===== config.mk =====
export PLATFORM = sky130hd
export DESIGN_NAME = barrel_flow
export DESIGN_NICKNAME = d
export VERILOG_FILES = /design/src/rtl/barrel_flow.sv
export SDC_FILE = /design/constraint.sdc
export NUM_CORES = 1
export LEC_CHECK = 0
export ABC_AREA = 1
export BUFFER_PORTS_ARGS = -buffer_cell sky130_fd_sc_hd__buf_2
export CORE_MARGIN = 3
export CORE_UTILIZATION = 51
export CTS_CLUSTER_SIZE = 40
export DETAILED_ROUTE_END_ITERATION = 8
export GPL_TIMING_DRIVEN = 0
export PLACE_DENSITY = 0.82
export SLEW_MARGIN = 0
export SYNTH_ARGS = -nofsm -noshare
export SYNTH_HDL_FRONTEND = slang
export SYNTH_SLANG_ARGS = --single-unit
export TNS_END_PERCENT = 50

===== constraint.sdc =====
create_clock -name clk -period 3.3 [get_ports clk]
set_clock_uncertainty 0.15 [all_clocks]
set_input_delay 0.33 -clock clk [delete_from_list [all_inputs] [get_ports clk]]
set_output_delay 0.33 -clock clk [all_outputs]
set_load 0.01 [all_outputs]

===== src/rtl/barrel_flow.sv =====
`default_nettype none
// ============================================================================
//  Module   : barrel_flow
//  Purpose  : Valid/ready flow-control shell around the `barrel` right-shift
//             stage. The shell accepts shift requests, drives the barrel
//             inputs, and captures the barrel output after a fixed latency
//             into a small result FIFO. A request is admitted only when a
//             FIFO slot is guaranteed for it, so consumer backpressure never
//             drops or duplicates a result.
//  Ports    : clk, rst (async, active-high)
//             s_valid/s_ready, s_is_signed, s_shift, s_in, s_ex : requests
//             b_enable, b_is_signed, b_shift, b_in, b_ex         : to barrel
//             b_out                                              : from barrel
//             m_valid/m_ready, m_data                            : results
//             range_err                                          : sticky flag
//  Config   : BARREL_FLOW_CLAMP_EN - clamp shifts above SHIFT_MAX+1 to
//             SHIFT_MAX+1 (result = s_ex) and raise sticky range_err.
//             Undefined: b_shift passes through, range_err tied to 0.
//  Revision : 1.0 - initial release
// ============================================================================
module barrel_flow #(
  parameter int WIDTH       = 64,
  parameter int SHIFT_MAX   = 46,
  parameter int SHIFT_WIDTH = $clog2(SHIFT_MAX + 2),
  parameter int LATENCY     = 2,
  parameter int FIFO_DEPTH  = 4
) (
  input  logic                   clk,
  input  logic                   rst,
  // request side
  input  logic                   s_valid,
  output logic                   s_ready,
  input  logic                   s_is_signed,
  input  logic [SHIFT_WIDTH-1:0] s_shift,
  input  logic [WIDTH-1:0]       s_in,
  input  logic [WIDTH-1:0]       s_ex,
  // barrel side
  output logic                   b_enable,
  output logic                   b_is_signed,
  output logic [SHIFT_WIDTH-1:0] b_shift,
  output logic [WIDTH-1:0]       b_in,
  output logic [WIDTH-1:0]       b_ex,
  input  logic [WIDTH-1:0]       b_out,
  // result side
  output logic                   m_valid,
  input  logic                   m_ready,
  output logic [WIDTH-1:0]       m_data,
  output logic                   range_err
);

  localparam int CNT_W = $clog2(FIFO_DEPTH + 1);
  localparam int PTR_W = $clog2(FIFO_DEPTH);
  // one extra bit so fifo_count + inflight can never wrap
  localparam int OCC_W = CNT_W + 1;

  logic                   run_q;
  logic [LATENCY-1:0]     valid_q;
  logic [LATENCY-1:0]     valid_d;
  logic [CNT_W-1:0]       count_q;
  logic [CNT_W-1:0]       count_d;
  logic [PTR_W-1:0]       wr_ptr_q;
  logic [PTR_W-1:0]       wr_ptr_d;
  logic [PTR_W-1:0]       rd_ptr_q;
  logic [PTR_W-1:0]       rd_ptr_d;
  logic [WIDTH-1:0]       mem_q [FIFO_DEPTH];

  logic                   w_accept;
  logic                   w_push;
  logic                   w_pop;
  logic [OCC_W-1:0]       w_inflight;
  logic [OCC_W-1:0]       w_occupancy;

  // --------------------------------------------------------------------------
  // Run flag: low throughout reset, high from the first edge after release.
  // It gates both the barrel enable and request acceptance.
  // --------------------------------------------------------------------------
  always_ff @(posedge clk or posedge rst) begin
    if (rst) begin
      run_q <= 1'b0;
    end else begin
      run_q <= 1'b1;
    end
  end

  assign b_enable    = run_q;
  assign b_is_signed = s_is_signed;
  assign b_in        = s_in;
  assign b_ex        = s_ex;

  assign w_accept = s_valid & s_ready;

  // --------------------------------------------------------------------------
  // Valid pipe: tracks which barrel output cycles carry real results.
  // --------------------------------------------------------------------------
  generate
    if (LATENCY == 1) begin : g_vpipe_lat1
      assign valid_d = w_accept;
    end else begin : g_vpipe_latn
      assign valid_d = {valid_q[LATENCY-2:0], w_accept};
    end
  endgenerate

  always_ff @(posedge clk or posedge rst) begin
    if (rst) begin
      valid_q <= '0;
    end else begin
      valid_q <= valid_d;
    end
  end

  // Credit: every set valid bit already owns a FIFO slot.
  always_comb begin
    w_inflight = '0;
    for (int i = 0; i < LATENCY; i++) begin
      w_inflight = w_inflight + OCC_W'(valid_q[i]);
    end
  end

  // Pop is deliberately ignored here: a slot freed this cycle is only
  // offered next cycle, so a push can never land on a full FIFO.
  assign w_occupancy = OCC_W'(count_q) + w_inflight;
  assign s_ready     = run_q & (w_occupancy < OCC_W'(FIFO_DEPTH));

  // --------------------------------------------------------------------------
  // Result FIFO
  // --------------------------------------------------------------------------
  assign w_push  = valid_q[LATENCY-1];
  assign m_valid = (count_q != '0);
  assign w_pop   = m_valid & m_ready;

  always_comb begin
    count_d  = count_q;
    wr_ptr_d = wr_ptr_q;
    rd_ptr_d = rd_ptr_q;
    if (w_push) begin
      wr_ptr_d = wr_ptr_q + PTR_W'(1);
    end
    if (w_pop) begin
      rd_ptr_d = rd_ptr_q + PTR_W'(1);
    end
    case ({w_push, w_pop})
      2'b10:   count_d = count_q + CNT_W'(1);
      2'b01:   count_d = count_q - CNT_W'(1);
      default: count_d = count_q;
    endcase
  end

  always_ff @(posedge clk or posedge rst) begin
    if (rst) begin
      count_q  <= '0;
      wr_ptr_q <= '0;
      rd_ptr_q <= '0;
    end else begin
      count_q  <= count_d;
      wr_ptr_q <= wr_ptr_d;
      rd_ptr_q <= rd_ptr_d;
    end
  end

  // Storage needs no reset: an entry is only read after it was written.
  always_ff @(posedge clk) begin
    if (w_push) begin
      mem_q[wr_ptr_q] <= b_out;
    end
  end

  // Forced to zero when empty so stale storage never shows on the port.
  assign m_data = m_valid ? mem_q[rd_ptr_q] : '0;

  // --------------------------------------------------------------------------
  // Shift clamping
  // --------------------------------------------------------------------------
`ifdef BARREL_FLOW_CLAMP_EN
  localparam logic [SHIFT_WIDTH-1:0] C_EX_SHIFT = SHIFT_WIDTH'(SHIFT_MAX + 1);

  logic w_over;
  logic range_err_q;

  assign w_over  = (s_shift > C_EX_SHIFT);
  assign b_shift = w_over ? C_EX_SHIFT : s_shift;

  always_ff @(posedge clk or posedge rst) begin
    if (rst) begin
      range_err_q <= 1'b0;
    end else if (w_accept & w_over) begin
      range_err_q <= 1'b1;
    end
  end

  assign range_err = range_err_q;
`else
  assign b_shift   = s_shift;
  assign range_err = 1'b0;
`endif

endmodule
`default_nettype wire


# Word-level counts from Yosys, hierarchy flattened
# Memory sizes are Yosys's and may differ from the RTL's.
# Index checks and enable logic that the tools add are counted.
# Widths: inputs -> output; s select.
# word_totals
register_bits,10
word_cells,24
in_bits,203
mem_count,1
out_inout_bits,203
ramBits,256
# memory_table
name,words,word_bits,read_ports,rd_ports_with_merged_regs,write_ports,line,source
mem_q,4,64,1,0,1,65,logic [WIDTH-1:0] mem_q [FIFO_DEPTH];
# classes
mux,4
reduce_logical,2
eq_ne,2
addsub,6
order_cmp,1
bitwise,3
# ops
operator,n
$mux 64,1
$pmux 3 s2,1
$add 2x1->2 const B,2
$add 3x2->4,1
$lt 4x3->1 const B,1
$add 3x1->3 const B,1
$and 1x1->1,3
$reduce_bool 3->1,1
$sub 3x1->3 const B,1
$add 1x1->2,1
$eq 2x1->1 const B,1
$eq 2x2->1 const B,1
$mux 1,2
$reduce_bool 2->1,1

# Longest topological paths before layout
# Gate-level depths: netlist of run 1.
# depth
word_depth,5
ltp_mapped,12
mapped_depth_nobuf,12

# Least setup slack after synthesis of run 1
# No wires, ideal clock.
# synth_path
path_type,register to register
start,register wr_ptr_q[0]
end,memory mem_q[2][0] (enable)
path_slack_ps,807
path_buffers,0
arrival_time_ps,1925
required_ps,2732
synth_period_minus_slack_ps,2493
stages_incl_launch_ff,5
cell_sequence,dfrtp_1 -> inv_1 -> ha_1 -> nand2_1 -> inv_1
# synth_lines
element,line,source
"start, declared",61,logic [PTR_W-1:0] wr_ptr_q;
"start signal, assigned",155,wr_ptr_q <= wr_ptr_d;
"end, declared",65,
# Straight into the memory's write port.

# Worst setup path after layout of run 1
# layout_path
start,register rd_ptr_q[1]
end,output port m_data[30]
# layout_via
elab_chain_len,2
# layout_rtl
element,line,source
"start, declared",63,logic [PTR_W-1:0] rd_ptr_q;
"start signal, assigned",156,rd_ptr_q <= rd_ptr_d;
$mem_v2 4x64,--,
$mux 64,168,assign m_data = m_valid ? mem_q[rd_ptr_q] : '0;
"end, declared",47,"output logic [WIDTH-1:0] m_data,"
# No other way between the ends.

==> reports/results.ini, run 1 <==
[outcome]
status=complete, no violations

[route]
drcViolationCount=0
first_iter_violations=939
avgRoutedWirePerCell_microns=20.7
routed-via-count=9806
dr.pass1.iters=6
drt-total-wl_microns=39800
via_per_inst=5.10
antenna_left=0

[floorplanning]
io_pins=406
dieArea_sq_mm=0.0267
initial_core_util=0.528
core_area_sq_mm=0.0239
die_width_microns=163
fp.dieH_microns=163
rows=56

[finish]
nets=1792
final_common_cell=buf_2
final_cell_mix=buf_2 (289), inv_1 (270), nand2_1 (269)
regArea_sq_mm=0.00794
fin_area_sq_mm=0.0160
utilization=0.670
area_growth_pct=26.9
multi_input_area_sq_mm=0.00228
fillCellCount=1666
drive_gt1_frac=0.326

[global_route]
grt_pass1_vias=9755
grt_max_degree=59
antenna_found_initial=9
grt_pass1_wl_microns=57800
overflow=0
track_usage=0.288

[clock_tree]
ctsHtreeMaxLevel=1
cts_sinks=266
clockBufferDepth=3
cts_tree=built
path_clk_slew_ns=0.06
cts_buffers=26
clkLatencyLatePin_ns=0.51
post_cts_buffers=0
cts_root_buffer=clkbuf_16

[worst_setup_path]
critical_path_class=reg2out
startpoint_type=register
worstPathMaxFanout=10
worstPathCellList=inv_2 > clkbuf_1 > nand3_1 > a21oi_1 > buf_2
crit_path_top_delay_cell=clkbuf_1
rrSetupSlack_ns=1.20
slowest_delay_ns=0.49
worst-path-buf-inv=3
cp_data_required_time_ns=2.82
critPathCaptureType=primary output
cp_top_family=buffers and inverters
arrival_ns=2.26

[power]
clkPwrFrac=0.244
p_comb_frac=0.412
design_power_total_w=0.0120
p_seq_frac=0.343
p_sw_w=0.00450
ir_worst_vdd_uv=659
power_leakage_nw=7.65
swShare=0.374
p_int_w=0.00754
power_density_mw_per_mm2=752

[run]
cap_violations=0

[sta]
fmax_mhz=364
worstMarginPinSlew_ns=0.582
rsz0062_at_grt=false
drv_slew=0
finalHoldViolCount=0
min_period_over_period=0.832
post-route-min-period_ns=2.74
setup_violations=0
slew_headroom=0.612

[synthesis]
syn_avg_cell_area_sq_um=10.4
synth-seq-cells=266
synth.distinct_cells=23
syn_inst=1214
syn_area_sq_mm=0.0126
syn_nets=1424
yosysWarnings=0
yosysSeqAreaShare=0.629

[place]
postPlaceCellArea_sq_mm=0.0145
gp_congestion=0.868
portBuffers=269
dp_hpwl_microns=27900

[hold_path]
hold_class=in2async

-- worst reg2reg max path: cells and delay by family, from the launching register on --
kind,cells,cell delay [ns]
AOI/OAI and AO/OA,1,0.21
adders and majority gates,2,0.60
buffers and inverters,3,0.28
DFF,1,0.42
and+or+nand+nor,2,0.34
-- power groups by stage --
stage               clock (W)  combinational (W)  sequential [W]
floorplan                   0            0.00296         0.00418
CTS                   0.00295            0.00492         0.00413
finish                0.00294            0.00496         0.00413
global placement            0            0.00465         0.00421
detailed placement          0            0.00481         0.00419
global route          0.00314            0.00534         0.00415
-- registers in the layout (all words and copies together) (netlist names) --
| signal | flops |
|---|---|
| mem_q | 256 |
| valid_q | 2 |
| rd_ptr_q | 2 |
| b_enable | 1 |
| wr_ptr_q | 2 |
| count_q | 3 |
-- metrics by stage --
step / worst slack (ns) / TNS, ns / cells / hold slack (ns)
after floorplan: 0.807 / 0 / 1214 / 0.0202
after global placement: -0.207 / -46.89 / 1802 / 0.170
after detailed placement: 1.15 / 0 / 1806 / 0.178
after CTS: 0.555 / 0 / 1919 / 0.191
after global routing: 0.452 / 0 / 1922 / 0.260
final: 0.556 / 0 / 1924 / 0.234
-- worst paths after layout --
| check | start | endpoint | depth (start not counted) |
|---|---|---|---|
| worst max-delay path | rd_ptr_q[1] | m_data[30] | 5 |
| worst max register to register | count_q[0] | count_q[1] | 8 |
| worst min-delay path | rst | valid_q[0] | 3 |
| max in group asynchronous | rst | count_q[2] | 3 |
| min in group clk | valid_q[0] | valid_q[1] | 0 |
| worst min register to register | valid_q[0] | valid_q[1] | 0 |
-- what timing repair did --
action / in CTS / in global routing
hold endpoints to repair: 269 / 0
hold buffers: 67 / 0
gates resized for setup: 0 / 0
-- kinds of logic (layout without fill, tap and decap cells) --
logic type,after synthesis,in the layout,synth area share
flip-flops,266,266,0.629
adder cells (fa/ha/maj),7,7,0.00754
AND/OR/NAND/NOR,407,407,0.137
other,2,7,0.000595
XOR/XNOR,3,3,0.00208
AO/OA/AOI/OAI,67,67,0.0331
buffers and inverters,462,848,0.190
-- routing by layer --
layer  routed length (microns)  vias to the layer above  track usage
met5                        82                        -            0
met4                      1260                       12       0.0784
met3                      4160                      100       0.0715
met2                     20500                      612        0.521
met1                     13700                     4666        0.343
li1                          -                     4416            -
-- synth_stat cells --
library cell | number | area [sq um]
a21oi_1 | 42 | 210
a21oi_2 | 22 | 193
buf_1 | 1 | 3.75
buf_2 | 20 | 100
buf_4 | 141 | 1060
buf_6 | 15 | 169
clkbuf_1 | 8 | 30.0
conb_1 | 2 | 7.51
dfrtp_1 | 10 | 250
edfxtp_1 | 256 | 7690
fa_1 | 1 | 20.0
ha_1 | 6 | 75.1
inv_1 | 274 | 1030
inv_2 | 3 | 11.3
nand2_1 | 269 | 1010
nand2_2 | 4 | 25.0
nand3_1 | 127 | 636
nand3_2 | 5 | 50.1
nand4_1 | 1 | 6.26
nor2_1 | 1 | 3.75
o21ai_0 | 3 | 15.0
xnor2_1 | 2 | 17.5
xor2_1 | 1 | 8.76
-- final cells by class --
cell class,count,share of cell area
repair buffers,340,0.132
well taps,319,0.0249
inverters,277,0.0656
plain buffers,185,0.0851
multi-input cells,486,0.142
clock inverters,14,0.00962
flip-flops and latches,266,0.496
diodes,5,0.000782
clock buffers,32,0.0434
No activity file was read; power rests on OpenSTA's default activity.
==> run 2: changes to the inputs <==
ABC_AREA = 0   (was 1)
CORE_UTILIZATION = 45   (was 51)
PLACE_DENSITY = 0.79   (was 0.82)
clock period = 2.3 ns   (was 3.3 ns; I/O delays follow)
==> reports/results.ini, run 2 <==
[worst_setup_path]
critical_path_class=reg2out  ; unchanged
slowest_delay_ns=0.51  ; was 0.49 ns
crit_path_top_delay_cell=mux4_2  ; was clkbuf_1
startpoint=rd_ptr_q[0]  ; was rd_ptr_q[1]
startpoint_type=register  ; unchanged
cp_data_required_time_ns=1.92  ; was 2.82 ns
worstPathCellList=buf_4 > buf_12 > mux4_2 > and2_1 > buf_2  ; was inv_2 > clkbuf_1 > nand3_1 > a21oi_1 > buf_2
critPathCaptureType=primary output  ; unchanged
cp_top_family=multiplexers  ; was buffers and inverters
rrSetupSlack_ns=0.19  ; was 1.20 ns
worst-path-buf-inv=3  ; unchanged
r2r-start=count_q[0]  ; unchanged
regToRegEndpoint=count_q[2]  ; was count_q[1]
worstPathMaxFanout=10  ; unchanged
arrival_ns=2.13  ; was 2.26 ns
reg2regPathDepth=8  ; unchanged

[clock_tree]
ctsHtreeMaxLevel=1  ; unchanged
clkLatencyLatePin_ns=0.52  ; was 0.51 ns
cts_sinks=266  ; unchanged
clockBufferDepth=3  ; unchanged
path_clk_slew_ns=0.06  ; about the same
cts_buffers=25  ; was 26
cts_root_buffer=clkbuf_16  ; unchanged
cts_tree=built  ; unchanged

[global_route]
grt_pass1_wl_microns=47300  ; was 57,800 microns
grt_max_degree=49  ; was 59
overflow=0  ; unchanged
grt_pass1_vias=7041  ; was 9,755
antenna_found_initial=20  ; was 9
track_usage=0.249  ; was 0.288

[hold_path]
hold_class=in2async  ; unchanged

[synthesis]
synth_most_common_cell=edfxtp_1  ; was inv_1
synth.distinct_cells=22  ; was 23
synthTopCellsByArea=edfxtp_1 (69%), mux4_2 (13%), buf_4 (9.1%)  ; was edfxtp_1 (61%), buf_4 (8.4%), inv_1 (8.2%)
yosysSeqAreaShare=0.709  ; was 0.629
syn_inst=589  ; was 1,214
synthMuxAreaShare=0.130  ; was 0
syn_avg_cell_area_sq_um=19.0  ; was 10.4 sq um
syn_nets=799  ; was 1,424
synth_edf_count=256  ; unchanged
async_flop_share=0.0376  ; unchanged
yosys.area.top_type=edfxtp_1  ; unchanged
synth-seq-cells=266  ; unchanged
syn_area_sq_mm=0.0112  ; was 0.0126 sq mm
yosys.area_share.simple=0.0408  ; was 0.137
synth-xor-area-share=0.00469  ; was 0.00208
yosysTopAreaCellShare=0.686  ; was 0.609
yosysWarnings=0  ; unchanged
synthAdderAreaFrac=0.00849  ; was 0.00754
ys.flop_type=edfxtp_1  ; unchanged
synth_top_family_by_area=multiplexers  ; was buffers and inverters
synth_compound_area_frac=0.00179  ; was 0.0331
synth_commonest_cells=edfxtp_1 (256), buf_4 (136), and2_1 (70), mux4_2 (64), dfrtp_1 (10)  ; was inv_1 (274), nand2_1 (269), edfxtp_1 (256), buf_4 (141), nand3_1 (127)

[floorplanning]
die_width_microns=164  ; was 163 microns
dieArea_sq_mm=0.0268  ; was 0.0267 sq mm
initial_core_util=0.459  ; was 0.528
rows=57  ; was 56
io_pins=406  ; unchanged
fp.dieH_microns=164  ; was 163 microns
core_area_sq_mm=0.0244  ; was 0.0239 sq mm

[route]
antenna_left=0  ; unchanged
wl_met1_microns=11700  ; was 13,700 microns
first_iter_violations=520  ; was 939
routed-via-count=6771  ; was 9,806
drcViolationCount=0  ; unchanged
routed.top_layer=met5  ; unchanged
dr_wl_met3_microns=3840  ; was 4160 microns
wl_met2_microns=17500  ; was 20,500 microns
drt-total-wl_microns=35000  ; was 39,800 microns
dr.pass1.iters=5  ; was 6
via_per_inst=5.13  ; was 5.10
avgRoutedWirePerCell_microns=26.5  ; was 20.7 microns

[finish]
largest_reg_flops=256  ; unchanged
fillCellCount=1703  ; was 1,666
final_cell_mix=edfxtp_1 (256), buf_2 (231), buf_4 (145)  ; was buf_2 (289), inv_1 (270), nand2_1 (269)
reg_top3=mem_q x256, count_q x3  ; unchanged
fin_area_sq_mm=0.0152  ; was 0.0160 sq mm
area_growth_pct=36.1  ; was 26.9%
drive_gt1_frac=0.596  ; was 0.326
multi_input_area_sq_mm=0.00219  ; was 0.00228 sq mm
regMostFlops=mem_q  ; unchanged
regArea_sq_mm=0.00794  ; about the same
final_common_cell=edfxtp_1  ; was buf_2
utilization=0.625  ; was 0.670
nets=1179  ; was 1,792

[sta]
setup_slack_ns=-0.206  ; was 0.556 ns
rsz0062_at_grt=true  ; was false
post-route-min-period_ns=2.51
drv_slew=0  ; unchanged
holdWs_ns=0.132  ; was 0.234 ns
finalHoldViolCount=0  ; unchanged
setup_violations=64  ; was 0
fmax_mhz=399
min_period_over_period=1.09

[outcome]
violations=negative setup slack
status=finished with violations  ; was complete, no violations

[place]
gp_congestion=0.904  ; was 0.868
dp_hpwl_microns=25200  ; was 27,900 microns
postPlaceCellArea_sq_mm=0.0131  ; was 0.0145 sq mm
portBuffers=269  ; unchanged

[run]
cap_violations=0  ; unchanged

[power]
ir_worst_vdd_uv=1170  ; was 659 uV
power_leakage_nw=5.99  ; was 7.65 nW
power_density_mw_per_mm2=1110  ; was 752 mW/mm^2

## run 2: changes by cell type in the layout (fill, tap and decap cells not counted), sizes merged, moves of 6 or more
cell and delta:
mux4 +64, nand3 -131, a21oi -63, and2 +70
buf -17, diode +6, inv -268, nand2 -272
## run 2: how the worst max path moves through the flow
stage          cells after the start      endpoint  slack, ns
6_report                           5     m_data[6]      -0.21
2_1_floorplan                      3   mem_q[1][0]      -0.38
4_1_cts                            6    m_data[16]      -0.19
3_5_place_dp                       5    m_data[19]      -0.11
3_3_place_gp                       2  mem_q[3][30]      -1.59
5_1_grt                            6    m_data[17]      -0.25
## run 2: worst register-to-register path, cell delays in order (launching register included)
cell	delay (ns)
dfrtp_1	0.38
or3_4	0.41
and2_1	0.20
ha_1	0.22
inv_1	0.08
fa_1	0.18
xor2_1	0.16
nor2_1	0.08
xnor2_1	0.13
## run 2: metrics by stage
stage,setup TNS (ns),std cells,power (W),setup WS [ns]
after CTS,-8.67,1306,0.0166,-0.190
after global routing,-12.70,1315,0.0176,-0.253
final,-8.78,1320,0.0169,-0.206
after global placement,-249.63,1182,0.0110,-1.59
after floorplan,-47.55,589,0.00924,-0.383
after detailed placement,-0.787,1186,0.0111,-0.107
## run 2: layer usage
metal / track usage / up-vias
met5: 0 / -
met4: 0.120 / 10
met3: 0.0936 / 112
met2: 0.412 / 432
met1: 0.289 / 3349
li1: - / 2868
## run 2: area by class of cell
type,instances,share of cell area
plain buffers,158,0.0845
inverters,8,0.00197
multi-input cells,157,0.144
well taps,324,0.0266
repair buffers,353,0.170
clock buffers,29,0.0420
diodes,11,0.00181
flip-flops and latches,266,0.521
clock inverters,14,0.00903
## run 2: cells by family (layout without fill, tap and decap cells)
group / Yosys count / after routing
flip-flops: 266 / 266
multiplexers: 65 / 65
AND/OR/NAND/NOR: 74 / 74
AO/OA/AOI/OAI: 3 / 3
other: 2 / 13
XOR/XNOR: 6 / 6
adder cells (fa/ha/maj): 7 / 7
buffers and inverters: 166 / 562
## run 2: timing repair
item,in CTS,in global routing
resized for setup,113,20
hold endpoints to repair,269,0
hold buffers,67,0
buffers inserted,7,2
pin swaps,30,3
setup endpoints to repair,64,64
gates cloned,3,2
## run 2: where the power goes
group          total [W]  internal (W)  leakage [nW]  switching (W)
Sequential       0.00587       0.00574          2.43       0.000131
Combinational    0.00705       0.00406          3.18        0.00299
Clock            0.00395       0.00223         0.375        0.00172
Total             0.0169        0.0120          5.99        0.00485
==> run 3: changes to the inputs <==
SKIP_LAST_GASP = 1   (was unset)
==> reports/results.ini, run 3 (same netlist as run 2, synthesis figures left out) <==
[sta]
drv_slew=0  ; unchanged
finalHoldViolCount=0  ; unchanged
post-route-min-period_ns=2.49  ; was 2.51 ns
setup_violations=64  ; unchanged
rsz0062_at_grt=true  ; unchanged
min_period_over_period=1.08  ; was 1.09
fmax_mhz=402  ; was 399 MHz
holdWs_ns=0.107  ; was 0.132 ns
setup_slack_ns=-0.189  ; was -0.206 ns

[route]
routed-via-count=6733  ; was 6,771
drcViolationCount=0  ; unchanged
antenna_left=0  ; unchanged
drt-total-wl_microns=34500  ; was 35,000 microns
avgRoutedWirePerCell_microns=26.2  ; was 26.5 microns
first_iter_violations=473  ; was 520
dr.pass1.iters=5  ; unchanged
via_per_inst=5.12  ; was 5.13

[finish]
nets=1178  ; was 1,179
finalNonFillerCells=1315  ; was 1,320
multi_input_area_sq_mm=0.00218  ; was 0.00219 sq mm
final_cell_mix=edfxtp_1 (256), buf_2 (238), buf_4 (145)  ; was edfxtp_1 (256), buf_2 (231), buf_4 (145)
largest_reg_flops=256  ; unchanged
drive_gt1_frac=0.590  ; was 0.596
regArea_sq_mm=0.00794  ; unchanged
fillCellCount=1729  ; was 1,703
utilization=0.622  ; was 0.625
area_growth_pct=35.3  ; was 36.1%
regMostFlops=mem_q  ; unchanged
final_common_cell=edfxtp_1  ; unchanged
reg_top3=mem_q x256, count_q x3  ; unchanged

[worst_setup_path]
critPathCaptureType=primary output  ; unchanged
worstPathMaxFanout=10  ; unchanged
critical_path_class=reg2out  ; unchanged
r2r-start=count_q[0]  ; unchanged
startpoint_type=register  ; unchanged
startpoint=rd_ptr_q[0]  ; unchanged
reg2regPathDepth=8  ; unchanged
endpoint=m_data[6]  ; unchanged
cp_data_required_time_ns=1.92  ; about the same
arrival_ns=2.11  ; was 2.13 ns
regToRegEndpoint=count_q[2]  ; unchanged
rrSetupSlack_ns=0.24  ; was 0.19 ns

[clock_tree]
clockBufferDepth=3  ; unchanged
clkLatencyLatePin_ns=0.52  ; about the same
cts_buffers=25  ; unchanged
path_clk_slew_ns=0.06  ; about the same
ctsHtreeMaxLevel=1  ; unchanged
cts_tree=built  ; unchanged
cts_sinks=266  ; unchanged
cts_root_buffer=clkbuf_16  ; unchanged

[hold_path]
hold_class=in2async  ; unchanged

[power]
power_leakage_nw=5.96  ; was 5.99 nW
power_density_mw_per_mm2=1100  ; was 1110 mW/mm^2
ir_worst_vdd_uv=1290  ; was 1170 uV

[global_route]
overflow=0  ; unchanged
track_usage=0.248  ; was 0.249
grt_pass1_wl_microns=47200  ; was 47,300 microns
antenna_found_initial=17  ; was 20
grt_max_degree=49  ; unchanged
grt_pass1_vias=7027  ; was 7,041

[place]
portBuffers=269  ; unchanged
gp_congestion=0.904  ; unchanged
dp_cells=1186  ; unchanged
dp_hpwl_microns=25200  ; unchanged

[run]
cap_violations=0  ; unchanged

[outcome]
violations=negative setup slack  ; unchanged
status=finished with violations  ; unchanged

[floorplanning]
core_area_sq_mm=0.0244  ; unchanged
rows=57  ; unchanged
dieArea_sq_mm=0.0268  ; unchanged
die_width_microns=164  ; unchanged
fp.dieH_microns=164  ; unchanged
initial_core_util=0.459  ; unchanged
io_pins=406  ; unchanged

## run 3: worst min-delay path by stage
stage                        endpoint  slack [ns]  startpoint
after floorplan              b_enable       -0.08         rst
after global placement       b_enable        0.07         rst
after detailed placement   valid_q[1]        0.07         rst
after CTS                 wr_ptr_q[1]        0.07         rst
after global routing      wr_ptr_q[1]        0.14         rst
final                     wr_ptr_q[1]        0.11         rst
## run 3: stage by stage
| stage | power [W] | cell area (sq um) | setup slack, ns | TNS, ns |
|---|---|---|---|---|
| floorplan | 0.00924 | 11200 | -0.383 | -47.55 |
| global placement | 0.0110 | 13000 | -1.59 | -249.63 |
| detailed placement | 0.0111 | 13100 | -0.107 | -0.787 |
| CTS | 0.0164 | 15000 | -0.195 | -9.06 |
| global route | 0.0173 | 15200 | -0.246 | -12.52 |
| finish | 0.0166 | 15200 | -0.189 | -7.77 |
## run 3: final cells by class
type	instances	area share
sequential	266	0.524
timing repair buffer	352	0.167
multi-input combinational	157	0.144
buffer	158	0.0846
clock buffer	29	0.0423
tap	324	0.0267
clock inverter	14	0.00908
inverter	8	0.00198
antenna	7	0.00116
## run 3: critical path, stage by stage, from the launching register on
cell     delay [ns]
dfrtp_2        0.43
buf_4          0.17
buf_12         0.15
mux4_2         0.51
and2_1         0.20
buf_2          0.14
## run 3: report_power, final
part           switching, W  total, W  internal (W)
sequential         0.000126   0.00587       0.00574
clock               0.00170   0.00393       0.00223
combinational       0.00294   0.00682       0.00388
## run 3: repair_timing
action,CTS,global route
endpoints found under the hold margin,269,0
setup buffers,7,1
pin swaps,22,6
resized for setup,92,25
hold buffers,67,0
cloned,3,2
endpoints found under the setup margin,64,64
## run 3: per-layer routing
layer  wire length (microns)  share of wire  vias to the layer above  GRT usage
met3                    3490           0.10                       91     0.0772
met1                   11900           0.35                     3386      0.300
met5                      86         0.0025                        -          0
met4                    1510          0.044                       12      0.103
met2                   17500           0.51                      382      0.415
li1                        -              -                     2862          -
